$ cat src/rtl/simple_spi_pkg.sv
// Shared types and helpers for the simple_spi master/slave pair.
// Word width is fixed at 32 bits and the chip-select count at 8.
// Transfer length encoding: 0=8, 1=16, 2=24, 3=32 bits.
package simple_spi_pkg;

  localparam int unsigned WORD_W = 32;
  localparam int unsigned CS_W   = 8;

  typedef logic [1:0] len_t;

  typedef enum logic [1:0] {
    IDLE,
    READY,
    TRANSFER,
    END
  } m_state_t;

  // Bit count N = 8*(len+1), range 8..32.
  function automatic logic [5:0] len_to_bits(input len_t l);
    return {1'b0, l, 3'b000} + 6'd8;
  endfunction

  // Move an LSB-justified N-bit word so that its first bit sits at bit 31.
  function automatic logic [WORD_W-1:0] left_justify(input logic [WORD_W-1:0] w, input len_t l);
    return w << (6'd32 - len_to_bits(l));
  endfunction

  // Mask selecting the low N bits.
  function automatic logic [WORD_W-1:0] len_mask(input len_t l);
    logic [WORD_W-1:0] ones;
    ones = '1;
    return ones >> (6'd32 - len_to_bits(l));
  endfunction

endpackage

$ cat src/rtl/simple_spi_master_eng.sv
// SPI master engine: generates SCLK and eight active-low chip selects and
// runs full-duplex MSB-first transfers of 8/16/24/32 bits in all CPOL/CPHA
// modes. SCLK half-period H = 2^m_div system clocks.
// Ports: clk/rst (sync, active-low); m_start request; m_busy status;
// m_mosi/m_miso/m_sclk/m_cs serial pins; m_tx_data/m_rx_data words;
// m_chip_addr, m_len, m_div, m_cpol, m_cpha, m_default configuration.
module simple_spi_master_eng
  import simple_spi_pkg::*;
(
  input  logic              clk,
  input  logic              rst,
  input  logic              m_start,
  output logic              m_busy,
  output logic              m_mosi,
  input  logic              m_miso,
  output logic              m_sclk,
  output logic [CS_W-1:0]   m_cs,
  input  logic [WORD_W-1:0] m_tx_data,
  output logic [WORD_W-1:0] m_rx_data,
  input  logic [2:0]        m_chip_addr,
  input  len_t              m_len,
  input  logic [3:0]        m_div,
  input  logic              m_cpol,
  input  logic              m_cpha,
  input  logic              m_default
);

  m_state_t          state, state_nx;
  logic [13:0]       cnt;
  logic [3:0]        div_l;
  len_t              len_l;
  logic [2:0]        addr_l;
  logic              cpol_l, cpha_l;
  logic              sclk_r, mosi_r;
  logic [WORD_W-1:0] tx_sh, rx_sh, tx_lj;
  logic [4:0]        bit_cnt;
  logic [14:0]       h_full;
  logic              tick, lead, trail;

  assign h_full = 15'd1 << div_l;
  assign tick   = ({1'b0, cnt} == h_full - 15'd1);
  assign tx_lj  = left_justify(m_tx_data, m_len);

  always_ff @(posedge clk) begin
    if (!rst) state <= IDLE;
    else      state <= state_nx;
  end

  always_comb begin
    state_nx = state;
    lead     = 1'b0;
    trail    = 1'b0;
    case (state)
      IDLE:     if (m_start) state_nx = READY;
      READY:    if (tick) state_nx = TRANSFER;
      TRANSFER: if (tick) begin
        // Leading edge moves SCLK away from CPOL, trailing edge returns it.
        if (sclk_r == cpol_l) begin
          lead = 1'b1;
        end else begin
          trail = 1'b1;
          if (bit_cnt == 5'(len_to_bits(len_l) - 6'd1)) state_nx = END;
        end
      end
      END:      if (tick) state_nx = IDLE;
      default:  state_nx = IDLE;
    endcase
  end

  always_ff @(posedge clk) begin
    if (!rst) begin
      cnt       <= '0;
      div_l     <= '0;
      len_l     <= '0;
      addr_l    <= '0;
      cpol_l    <= 1'b0;
      cpha_l    <= 1'b0;
      sclk_r    <= 1'b0;
      mosi_r    <= 1'b0;
      tx_sh     <= '0;
      rx_sh     <= '0;
      bit_cnt   <= '0;
      m_rx_data <= '0;
    end else if (state == IDLE) begin
      cnt <= '0;
      if (m_start) begin
        div_l   <= m_div;
        len_l   <= m_len;
        addr_l  <= m_chip_addr;
        cpol_l  <= m_cpol;
        cpha_l  <= m_cpha;
        sclk_r  <= m_cpol;
        rx_sh   <= '0;
        bit_cnt <= '0;
        if (!m_cpha) begin
          mosi_r <= tx_lj[WORD_W-1];
          tx_sh  <= tx_lj << 1;
        end else begin
          mosi_r <= m_default;
          tx_sh  <= tx_lj;
        end
      end
    end else begin
      cnt <= tick ? '0 : cnt + 14'd1;
      if (lead || trail) sclk_r <= ~sclk_r;
      if (trail) bit_cnt <= bit_cnt + 5'd1;
      if ((lead && !cpha_l) || (trail && cpha_l)) begin
        rx_sh <= {rx_sh[WORD_W-2:0], m_miso};
      end
      if ((trail && !cpha_l) || (lead && cpha_l)) begin
        mosi_r <= tx_sh[WORD_W-1];
        tx_sh  <= tx_sh << 1;
      end
      // rx_sh started at zero and took exactly N bits, so it is already zero-extended.
      if (state == END && tick) m_rx_data <= rx_sh;
    end
  end

  assign m_busy = (state != IDLE);
  assign m_cs   = (state == IDLE) ? '1 : ~(CS_W'(1) << addr_l);
  assign m_sclk = (state == IDLE) ? m_cpol : sclk_r;
  assign m_mosi = (state == IDLE) ? m_default : mosi_r;

endmodule

$ cat src/rtl/simple_spi_slave_eng.sv
// SPI slave engine: oversamples SCLK/CS/MOSI through 2-flop synchronisers,
// detects SCLK edges in the clk domain and shifts MSB-first in all
// CPOL/CPHA modes. SCLK must be no faster than clk/4.
// Ports: clk/rst (sync, active-low); s_busy status; s_mosi/s_miso/s_sclk/s_cs
// serial pins; s_tx_data/s_rx_data words; s_len, s_cpol, s_cpha, s_default.
module simple_spi_slave_eng
  import simple_spi_pkg::*;
(
  input  logic              clk,
  input  logic              rst,
  output logic              s_busy,
  input  logic              s_mosi,
  output logic              s_miso,
  input  logic              s_sclk,
  input  logic              s_cs,
  input  logic [WORD_W-1:0] s_tx_data,
  output logic [WORD_W-1:0] s_rx_data,
  input  len_t              s_len,
  input  logic              s_cpol,
  input  logic              s_cpha,
  input  logic              s_default
);

  // [0],[1] synchroniser; [2] previous synchronised value for edge detect.
  logic [2:0]        sclk_q, cs_q;
  logic [1:0]        mosi_q;
  len_t              len_l;
  logic              cpol_l, cpha_l, miso_r;
  logic [WORD_W-1:0] tx_sh, rx_sh, tx_lj;
  logic [5:0]        nbits;
  logic              cs_fall, cs_rise, sclk_edge, lead, trail, sample;

  assign tx_lj     = left_justify(s_tx_data, s_len);
  assign cs_fall   = cs_q[2] & ~cs_q[1];
  assign cs_rise   = ~cs_q[2] & cs_q[1];
  assign sclk_edge = sclk_q[2] ^ sclk_q[1];
  assign lead      = s_busy & sclk_edge & (sclk_q[1] != cpol_l);
  assign trail     = s_busy & sclk_edge & (sclk_q[1] == cpol_l);
  assign sample    = cpha_l ? trail : lead;

  // Outgoing bits are launched as soon as the previous bit has been sampled
  // (first bit on CS fall) instead of on the master's launch edge: with
  // synchroniser latency a launch-edge update would miss the master's next
  // sample at SCLK = clk/4. Launch order and content are unchanged.
  always_ff @(posedge clk) begin
    if (!rst) begin
      sclk_q    <= '0;
      cs_q      <= '1;
      mosi_q    <= '0;
      s_busy    <= 1'b0;
      len_l     <= '0;
      cpol_l    <= 1'b0;
      cpha_l    <= 1'b0;
      miso_r    <= 1'b0;
      tx_sh     <= '0;
      rx_sh     <= '0;
      nbits     <= '0;
      s_rx_data <= '0;
    end else begin
      sclk_q <= {sclk_q[1:0], s_sclk};
      cs_q   <= {cs_q[1:0], s_cs};
      mosi_q <= {mosi_q[0], s_mosi};
      if (cs_fall) begin
        s_busy <= 1'b1;
        len_l  <= s_len;
        cpol_l <= s_cpol;
        cpha_l <= s_cpha;
        miso_r <= tx_lj[WORD_W-1];
        tx_sh  <= tx_lj << 1;
        rx_sh  <= '0;
        nbits  <= '0;
      end else if (cs_rise) begin
        s_busy <= 1'b0;
        if (s_busy && nbits >= len_to_bits(len_l)) s_rx_data <= rx_sh & len_mask(len_l);
      end else if (sample) begin
        rx_sh  <= {rx_sh[WORD_W-2:0], mosi_q[1]};
        miso_r <= tx_sh[WORD_W-1];
        tx_sh  <= tx_sh << 1;
        if (nbits != 6'h3F) nbits <= nbits + 6'd1;
      end
    end
  end

  assign s_miso = s_busy ? miso_r : s_default;

endmodule

$ cat src/rtl/simple_spi.sv
// simple_spi: independent SPI master and slave engines sharing one clock and
// reset. No internal wiring between them; MOSI/MISO/SCLK/CS are connected
// externally. Ports: m_* master interface, s_* slave interface, clk/rst shared.
module simple_spi
  import simple_spi_pkg::*;
(
  input  logic              clk,
  input  logic              rst,
  input  logic              m_start,
  output logic              m_busy,
  output logic              m_mosi,
  input  logic              m_miso,
  output logic              m_sclk,
  output logic [CS_W-1:0]   m_cs,
  input  logic [WORD_W-1:0] m_tx_data,
  output logic [WORD_W-1:0] m_rx_data,
  input  logic [2:0]        m_chip_addr,
  input  len_t              m_len,
  input  logic [3:0]        m_div,
  input  logic              m_cpol,
  input  logic              m_cpha,
  input  logic              m_default,
  output logic              s_busy,
  input  logic              s_mosi,
  output logic              s_miso,
  input  logic              s_sclk,
  input  logic              s_cs,
  input  logic [WORD_W-1:0] s_tx_data,
  output logic [WORD_W-1:0] s_rx_data,
  input  len_t              s_len,
  input  logic              s_cpol,
  input  logic              s_cpha,
  input  logic              s_default
);

  simple_spi_master_eng u_master (
    .clk        (clk),
    .rst        (rst),
    .m_start    (m_start),
    .m_busy     (m_busy),
    .m_mosi     (m_mosi),
    .m_miso     (m_miso),
    .m_sclk     (m_sclk),
    .m_cs       (m_cs),
    .m_tx_data  (m_tx_data),
    .m_rx_data  (m_rx_data),
    .m_chip_addr(m_chip_addr),
    .m_len      (m_len),
    .m_div      (m_div),
    .m_cpol     (m_cpol),
    .m_cpha     (m_cpha),
    .m_default  (m_default)
  );

  simple_spi_slave_eng u_slave (
    .clk       (clk),
    .rst       (rst),
    .s_busy    (s_busy),
    .s_mosi    (s_mosi),
    .s_miso    (s_miso),
    .s_sclk    (s_sclk),
    .s_cs      (s_cs),
    .s_tx_data (s_tx_data),
    .s_rx_data (s_rx_data),
    .s_len     (s_len),
    .s_cpol    (s_cpol),
    .s_cpha    (s_cpha),
    .s_default (s_default)
  );

endmodule

$ cat config.mk
export PLATFORM = sky130hd
export DESIGN_NAME = simple_spi
export DESIGN_NICKNAME = d
export VERILOG_FILES = /design/src/rtl/simple_spi_pkg.sv /design/src/rtl/simple_spi_master_eng.sv /design/src/rtl/simple_spi_slave_eng.sv /design/src/rtl/simple_spi.sv
export SDC_FILE = /design/constraint.sdc
export NUM_CORES = 1
export LEC_CHECK = 0
export ABC_AREA = 1
export ABC_CLOCK_PERIOD_IN_PS = 7300
export CAP_MARGIN = 15
export CORE_MARGIN = 10
export CORE_UTILIZATION = 55
export CTS_CLUSTER_SIZE = 14
export DETAILED_ROUTE_END_ITERATION = 8
export HOLD_SLACK_MARGIN = 0.02
export PLACE_DENSITY = 0.84
export SLEW_MARGIN = 20
export SYNTH_ARGS = -nofsm -noshare
export SYNTH_HDL_FRONTEND = slang
export SYNTH_SLANG_ARGS = --single-unit
$ cat constraint.sdc
create_clock -name clk -period 7.3 [get_ports clk]
set_clock_uncertainty 0.05 [all_clocks]
set_input_delay 1.095 -clock clk [delete_from_list [all_inputs] [get_ports clk]]
set_output_delay 1.095 -clock clk [all_outputs]
set_load 0.005 [all_outputs]
Word-level counts from Yosys, hierarchy flattened
Index checks and enable logic that the tools add are counted.
{ "classes": {"n_lt_le_gt_ge": 1, "eq_ne": 16, "n_bitwise": 15, "n_reduce_logical": 31, "add_sub_neg": 12, "n_shift": 5, "n_mux": 43} }
{ "ops": {"columns": ["cell", "count"], "rows": [
  ["32-bit two-way mux", 10],
  ["32-bit by 6-bit left shift with 32-bit output", 2],
  ["32-bit AND", 1],
  ["32-bit by 6-bit right shift with 32-bit output, first input constant", 1],
  ["1-bit two-way mux", 22],
  ["5-bit by 4-bit adder with 6-bit output, second input constant", 3],
  ["6-bit subtractor, first input constant", 3],
  ["2-bit AND reduction", 8],
  ["14-bit by 15-bit == test with 1-bit output", 1],
  ["5-bit two-way mux", 3],
  ["1-bit by 4-bit left shift with 15-bit output, first input constant", 1],
  ["15-bit by 1-bit subtractor with 15-bit output, second input constant", 1],
  ["14-bit by 1-bit adder with 14-bit output, second input constant", 1],
  ["2-bit nonzero test", 7],
  ["2-bit two-way mux", 6],
  ["2-bit by 1-bit inequality test with 1-bit output, second input constant", 5],
  ["8-bit two-way mux", 1],
  ["8-bit NOT", 1],
  ["2-bit one-hot mux with 4 select lines", 1],
  ["1-bit by 3-bit left shift with 8-bit output, first input constant", 1],
  ["1-bit NOT", 7],
  ["6-bit by 1-bit adder with 6-bit output, second input constant", 1],
  ["6-bit >= comparator", 1],
  ["1-bit logical AND", 6],
  ["other kinds (19)", 29]
]} }
{ "totals": {"inputBits": 88, "output_inout_bits": 77, "register_bits": 245} }

Longest topological paths before layout
Gate-level depths: netlist of run 1.
{ "logic_depth": {"depth_word": 9, "mapped_depth": 19, "ltp_nobuf": 17} }

Cells and area by module
Synthesis of run 1 repeated with hierarchy kept, for this count alone.
{ "hier_totals": {"cells_unflattened": 1958, "hier_area_um2": 12728.5} }
{ "modules_own_cells": {"columns": ["mod", "cells_per_inst", "area_each_um2", "instances"], "rows": [
  ["simple_spi_master_eng", 1097, 7111.8, 1],
  ["simple_spi_slave_eng", 861, 5616.6, 1]
]} }

Least setup slack after synthesis of run 1
Ideal clock, no wire load.
{ "synth_timing": {"path_type": "register to output", "from": "register u_master.state[0]", "to": "output m_mosi", "required_ps": 6155, "slack_ps": 4494, "stages_incl_launch_ff": 9, "t_arrival_ps": 1661, "path_cell_list": "dfxtp_1 > inv_1 > ha_1 > clkbuf_1 > inv_1 > clkbuf_1 > buf_1 > nand2_1 > o21ai_0"} }
{ "synth_between": {"elab_chain_len": 2} }
{ "synth_rtl": {"columns": ["element", "line", "source"], "rows": [
  ["start: declaration", "simple_spi_master_eng.sv:28", "m_state_t state, state_nx;"],
  ["start signal: assignment", "simple_spi_master_eng.sv:46", "else state <= state_nx;"],
  ["2-bit zero test", "simple_spi_master_eng.sv:122", "assign m_mosi = (state == IDLE) ? m_default : mosi_r;"],
  ["1-bit two-way mux", "simple_spi_master_eng.sv:122", null],
  ["end: declaration", "simple_spi.sv:11", "output logic m_mosi,"]
]} }
No other way between the ends.

Worst setup path in the final report of run 1
{ "layout_timing": {"from": "register u_slave.len_l[0]", "to": "register u_slave.s_rx_data[1]"} }
{ "layout_between": {"elab_chain_len": 4} }
{ "layout_rtl": {"columns": ["element", "line", "source"], "rows": [
  ["start: declaration", "simple_spi_slave_eng.sv:27", "len_t len_l;"],
  ["start signal: assignment", "simple_spi_slave_eng.sv:65", "len_l <= s_len;"],
  ["5-bit by 4-bit adder with 6-bit output (*)", "simple_spi_pkg.sv:20", "return {1'b0, l, 3'b000} + 6'd8;"],
  ["6-bit subtractor or 6-bit >= comparator (tied branches)", "simple_spi_pkg.sv:32, simple_spi_slave_eng.sv:74", null],
  ["32-bit by 6-bit right shift with 32-bit output or 1-bit logical AND (tied branches)", "simple_spi_pkg.sv:32, simple_spi_slave_eng.sv:74", null],
  ["32-bit AND or 3-bit AND reduction (tied branches)", null, null],
  ["end signal: assignment", "simple_spi_slave_eng.sv:74", "if (s_busy && nbits >= len_to_bits(len_l)) s_rx_data <= rx_sh & len_mask(len_l);"],
  ["end: declaration", "simple_spi_slave_eng.sv:17", "output logic [WORD_W-1:0] s_rx_data,"]
]} }
Mark *: on every way between the ends. The rest lies on a longest branch, timed or not.
A chain may end at the register's enable or synchronous reset.

==> results_dict.tcl, run 1 <==
set metrics [dict create \
    synth_cells 1700 \
    critical_path_class "reg2reg" \
    cts_tree "done" \
    rows 53 \
    ios 165 \
    clk_pin_slew_ns 0.06 \
    nFillCells 1720 \
    startpoint_type "flop" \
    synth_top_family_by_area "simple AND/OR/NAND/NOR gates" \
    dr.first_iter.drc_count 985 \
    cts_hold_buffers 0 \
    drc 0 \
    root_buffer "clkbuf_16" \
    synth_cell_types 42 \
    reg2reg_slack_ns 3.19 \
    clock-sinks 245 \
    hold_viol 0 \
    clockBufferDepth 3 \
    required_ns 7.64 \
    layout_common_cells "nand2_1 (307), nor2_1 (246), dfxtp_1 (245)" \
    start_util_pct 56.1 \
    p_clk_share_pct 36.1 \
    synthSimpleGateAreaFrac_pct 27.9 \
    setup_viol 0 \
    intPower_w 0.00270 \
    grt_max_degree 72 \
    yosys.area_share.xor_xnor_pct 1.49 \
    vdd_drop_max_mv 0.184 \
    worstMarginPinSlew_ns 0.997 \
    synth_mux_area_share_pct 0.679 \
    avgSynthCellArea_um2 6.93 \
    syn_to_final_growth_pct 22.1 \
    track_usage_pct 21.0 \
    p_seq_share_pct 37.8 \
    hold_class "reg2reg" \
    powerDensity_nw_per_um2 281 \
    syn_area_um2 11800 \
    setup_tns_ns 0 \
    holdWs_ns 0.370 \
    cts_resized 0 \
    grt-ovfl-total 0 \
    synth_seq_cells 245 \
    ys_top_cells_by_area "dfxtp_1 (42%), nand2_1 (9.9%), nor2_1 (7.9%)" \
    syn_nets 1806 \
    grt_pass1_vias 10636 \
    htreeDepth 1 \
    crit_fanout 35 \
    fmax_mhz 243 \
    wl_um 31000 \
    place_hpwl_um 20200 \
    leakage_nw 5.78 \
    drv_cap 0 \
    coreArea_um2 21000 \
    first_pass_iters 6 \
    cts_setup_buffers 0 \
    yosysTopAreaCell "dfxtp_1" \
    clk_latency_ns 0.54 \
    antenna_found_initial 0 \
    grt_pass1_wl_um 51800 \
    wl_per_cell_um 14.9 \
    synth_ff_type "dfxtp_1" \
    dieHeight_um 166 \
    synth_top_area_share_pct 41.6 \
    outcome "finished clean" \
    final_nets 1889 \
    p_sw_share_pct 33.3 \
    via_per_inst 5.56 \
    rsz0062_at_grt "false" \
    synth_async_sr_flop_share_pct 0 \
    numCtsBuffers 27 \
    cp_data_arrival_time_ns 4.45 \
    layout_commonest_cell "nand2_1" \
    min_period_ns 4.11 \
    port_buffers 164 \
    vias 11559 \
    cp-end-kind "flop" \
    max_slew_margin_pct 33.3 \
    place_congestion 0.880 \
    p_comb_share_pct 26.1 \
    yosysSeqAreaShare_pct 41.6 \
    layout-drive-gt1-share_pct 4.82 \
    fin_crit_sh_pct 56.3 \
    slew_viol_final 0 \
    die_x_um 166 \
    synth_compound_area_share_pct 18.0 \
    yosysWarnings 0 \
    synth_adder_area_share_pct 1.91 \
    ant_nets 0 \
    fp.dieArea_um2 27700 \
    synth_edf_count 0 \
    p_switching_w 0.00135 \
]
layout make-up:
type / count / area [µm²] / area share [%]
flip-flops and latches: 245 / 4900 / 34.1
inverters: 126 / 473 / 3.29
diodes: 1 / 2.50 / 0.0174
clock inverters: 9 / 141 / 0.983
well taps: 275 / 344 / 2.39
clock buffers: 41 / 838 / 5.83
multi-input cells: 1206 / 5940 / 41.3
repair buffers: 177 / 1750 / 12.2
state kept, by name (all words and copies together), names as in the netlist, 2 cells and up:
register,cells
u_slave.sclk_q,3
u_slave.len_l,2
u_master.len_l,2
u_slave.rx_sh,32
u_slave.cs_q,3
u_master.addr_l,3
u_master.cnt,14
u_slave.nbits,6
u_slave.tx_sh,31
u_slave.mosi_q,2
u_master.bit_cnt,5
u_master.div_l,4
u_slave.s_rx_data,32
u_master.rx_sh,32
u_master.m_rx_data,32
u_master.tx_sh,32
u_master.state,2
cells by family (layout without fill, tap and decap cells):
logic type / after synthesis / in the layout
buffers and inverters: 249 / 353
AO/OA/AOI/OAI: 387 / 387
AND/OR/NAND/NOR: 773 / 773
adder cells (fa/ha/maj): 18 / 18
flip-flops: 245 / 245
XOR/XNOR: 20 / 20
other: 0 / 1
multiplexers: 8 / 8
critical path: stages, from the launching register on:
cell and delay, ns:
dfxtp_1 0.41, inv_1 0.09, ha_1 0.32, inv_1 0.05
ha_1 0.26, nand2_1 0.08, nor2_1 0.05, a211oi_1 0.16
o21ai_0 0.14, nand2_1 0.75, clkinv_1 1.09, o21ai_0 0.44
a21oi_1 0.08
power by group through the flow:
stage	combinational, W	sequential (W)	clock [W]
final	0.00106	0.00153	0.00146
after global routing	0.00118	0.00154	0.00154
after CTS	0.00104	0.00153	0.00148
after detailed placement	0.00104	0.00156	0
after global placement	0.00101	0.00155	0
after floorplan	0.000811	0.00153	0
per-layer routing:
layer / share of wire (%) / vias up / global-route usage, %
li1: - / 5825 / -
met1: 44 / 5301 / 27.6
met2: 47 / 395 / 34.7
met3: 6.8 / 38 / 3.95
met4: 1.7 / 0 / 5.31
met5: 0 / - / 0
synth_stat cells, types with 3 or more instances:
cell type  instances
a31oi_1           21
o21a_1             3
a211oi_1          19
ha_1              18
clkbuf_1          89
inv_1            118
buf_4              5
dfxtp_1          245
inv_2              6
nor3b_1            3
nor3_1             9
nand3_1          144
a21oi_1          177
buf_1              9
nor2_2             3
xor2_1            10
mux2i_1            8
nand3b_1           3
nand4_1           41
a221oi_1          11
nand2_1          310
buf_2             19
o211ai_1           7
or2_2              7
nor2_1           248
o21ai_0          134
a32o_1             3
xnor2_1           10
through the flow:
stage / power, W / cell area (µm²) / utilization, % / std cells / worst slack, ns
2_1_floorplan: 0.00234 / 11800 / - / 1700 / 4.49
3_3_place_gp: 0.00257 / 13400 / 63.6 / 2028 / 3.40
3_5_place_dp: 0.00260 / 13400 / 63.6 / 2028 / 3.27
4_1_cts: 0.00405 / 14400 / 68.3 / 2078 / 3.23
5_1_grt: 0.00427 / 14400 / 68.4 / 2079 / 2.79
6_report: 0.00405 / 14400 / 68.5 / 2080 / 3.19
final timing paths:
check,startpoint,endpoint,cells past startpoint
min reg2reg,u_slave.sclk_q[0],u_slave.sclk_q[1],2
max,u_slave.len_l[0],u_slave.s_rx_data[1],12
max reg2reg,u_slave.len_l[0],u_slave.s_rx_data[1],12
min,u_slave.sclk_q[0],u_slave.sclk_q[1],2
Power figures use the tool's default switching activity.
==> inputs of run 2 (changes only) <==
Settings changed: ABC_CLOCK_PERIOD_IN_PS 7300 to 4120.
Clock period 7.3 ns to 4.12 ns, I/O delays scaled along.
==> results_dict.tcl, run 2 (synthesis gave the netlist of run 1 again) <==
set metrics [dict create \
    outcome "finished clean" \
    layout_commonest_cell "nand2_1" \
    crit_chain "inv_1, ha_1, buf_4, inv_1, nand2_1, o21ai_0, clkdlybuf4s50_1" \
    slew_viol_final 0 \
    cp_num_buf_inv 4 \
    coreArea_um2 21000 \
    min_period_ns 3.41 \
    hold_viol 0 \
    slowest_delay_ns 0.66 \
    place_area_um2 13500 \
    drc 0 \
    setup_ws_ns 0.713 \
    place_congestion 0.939 \
    cp_data_arrival_time_ns 2.74 \
    clk_latency_ns 0.53 \
    max_slew_margin_pct 36.1 \
    path_depth 7 \
    first_pass_iters 5 \
    powerDensity_nw_per_um2 487 \
    rsz0062_at_grt "false" \
    drv_cap 0 \
    fmax_mhz 294 \
    setup_tns_ns 0 \
    finish.instance_area_um2 14300 \
    cts_setup_buffers 0 \
    fin_crit_sh_pct 82.7 \
    clockBufferDepth 3 \
    wl_per_cell_um 14.9 \
    startpoint_type "flop" \
    grt_pass1_vias 10784 \
    hold_class "reg2reg" \
    rows 53 \
    cts_tree "done" \
    place_hpwl_um 20600 \
    antenna_cells 0 \
    ff2ff_path_depth 18 \
    clock-sinks 245 \
    cp-end-kind "output pin" \
    track_usage_pct 20.9 \
    die_x_um 166 \
    cp_slowest_cell "inv_1" \
    post-place-ws_ns 1.01 \
    dr.first_iter.drc_count 900 \
    critical_path_class "reg2out" \
    syn_to_final_growth_pct 21.6 \
    required_ns 3.45 \
    wl_um 31100 \
    setup_viol 0 \
    numCtsBuffers 26 \
    layout_common_cells "nand2_1 (307), nor2_1 (246), dfxtp_1 (245)" \
    layout-drive-gt1-share_pct 5.08 \
    vias 11623 \
    start_util_pct 56.1 \
    port_buffers 164 \
    fp.dieArea_um2 27700 \
    grt_pass1_wl_um 51600 \
    crit_top_cell "inv_1" \
    hold_depth 2 \
    vdd_drop_max_mv 0.385 \
    cts_hold_buffers 0 \
    cts_resized 0 \
    final_nets 1900 \
    htreeDepth 1 \
    ios 165 \
    dieHeight_um 166 \
    clk_pin_slew_ns 0.06 \
    grt_max_degree 87 \
    grt-ovfl-total 0 \
    via_per_inst 5.57 \
    worstMarginPinSlew_ns 0.957 \
    crit_fanout 24 \
    ant_nets 0 \
    leakage_nw 5.77 \
    root_buffer "clkbuf_16" \
    cp_top_family "buffers and inverters" \
    antenna_found_initial 0 \
]
[run 2: cell type report]
| class | instances | area, µm² |
|---|---|---|
| Multi-Input combinational cell | 1206 | 5920 |
| Inverter | 126 | 473 |
| Tap cell | 275 | 344 |
| Timing Repair Buffer | 189 | 1830 |
| Sequential cell | 245 | 4900 |
| Fill cell | 1749 | 6690 |
| Clock buffer | 37 | 752 |
| Clock inverter | 8 | 106 |
[run 2: layer usage]
layer | share of wire, % | global-route usage (%) | routed length, µm | up-vias
li1 | - | - | - | 5833
met1 | 44 | 26.7 | 13600 | 5331
met2 | 48 | 35.4 | 14800 | 414
met3 | 6.8 | 3.88 | 2100 | 45
met4 | 2.0 | 5.08 | 606 | 0
met5 | 0 | 0 | 0 | -
[run 2: path summary, 6_finish.rpt]
check        slack [ns]              start           endpoint
min                0.37  u_slave.mosi_q[0]  u_slave.mosi_q[1]
min reg2reg        0.37  u_slave.mosi_q[0]  u_slave.mosi_q[1]
max reg2reg        0.94  u_master.div_l[3]  u_master.tx_sh[0]
max                0.71  u_master.state[0]             m_mosi
[run 2: per-stage QoR]
step	hold slack (ns)	instances	utilization, %	total power [W]
after global placement	0.344	2041	64.1	0.00460
after CTS	0.370	2086	68.2	0.00699
after floorplan	0.340	1700	-	0.00415
after global routing	0.385	2086	68.2	0.00735
after detailed placement	0.351	2041	64.1	0.00465
final	0.367	2086	68.2	0.00697
[run 2: power breakdown]
| part | switching (W) | internal, W | total, W |
|---|---|---|---|
| combinational | 0.00126 | 0.000654 | 0.00192 |
| sequential | 0.000148 | 0.00257 | 0.00272 |
| clock | 0.000947 | 0.00139 | 0.00234 |
| total | 0.00236 | 0.00462 | 0.00697 |
[run 2: worst register-to-register path, delay by kind of cell, from the launching register on]
kind | cells | cell delay, ns
buf+inv | 2 | 0.40
flops | 1 | 0.43
simple gates | 15 | 1.88
fa+ha+maj | 1 | 0.31
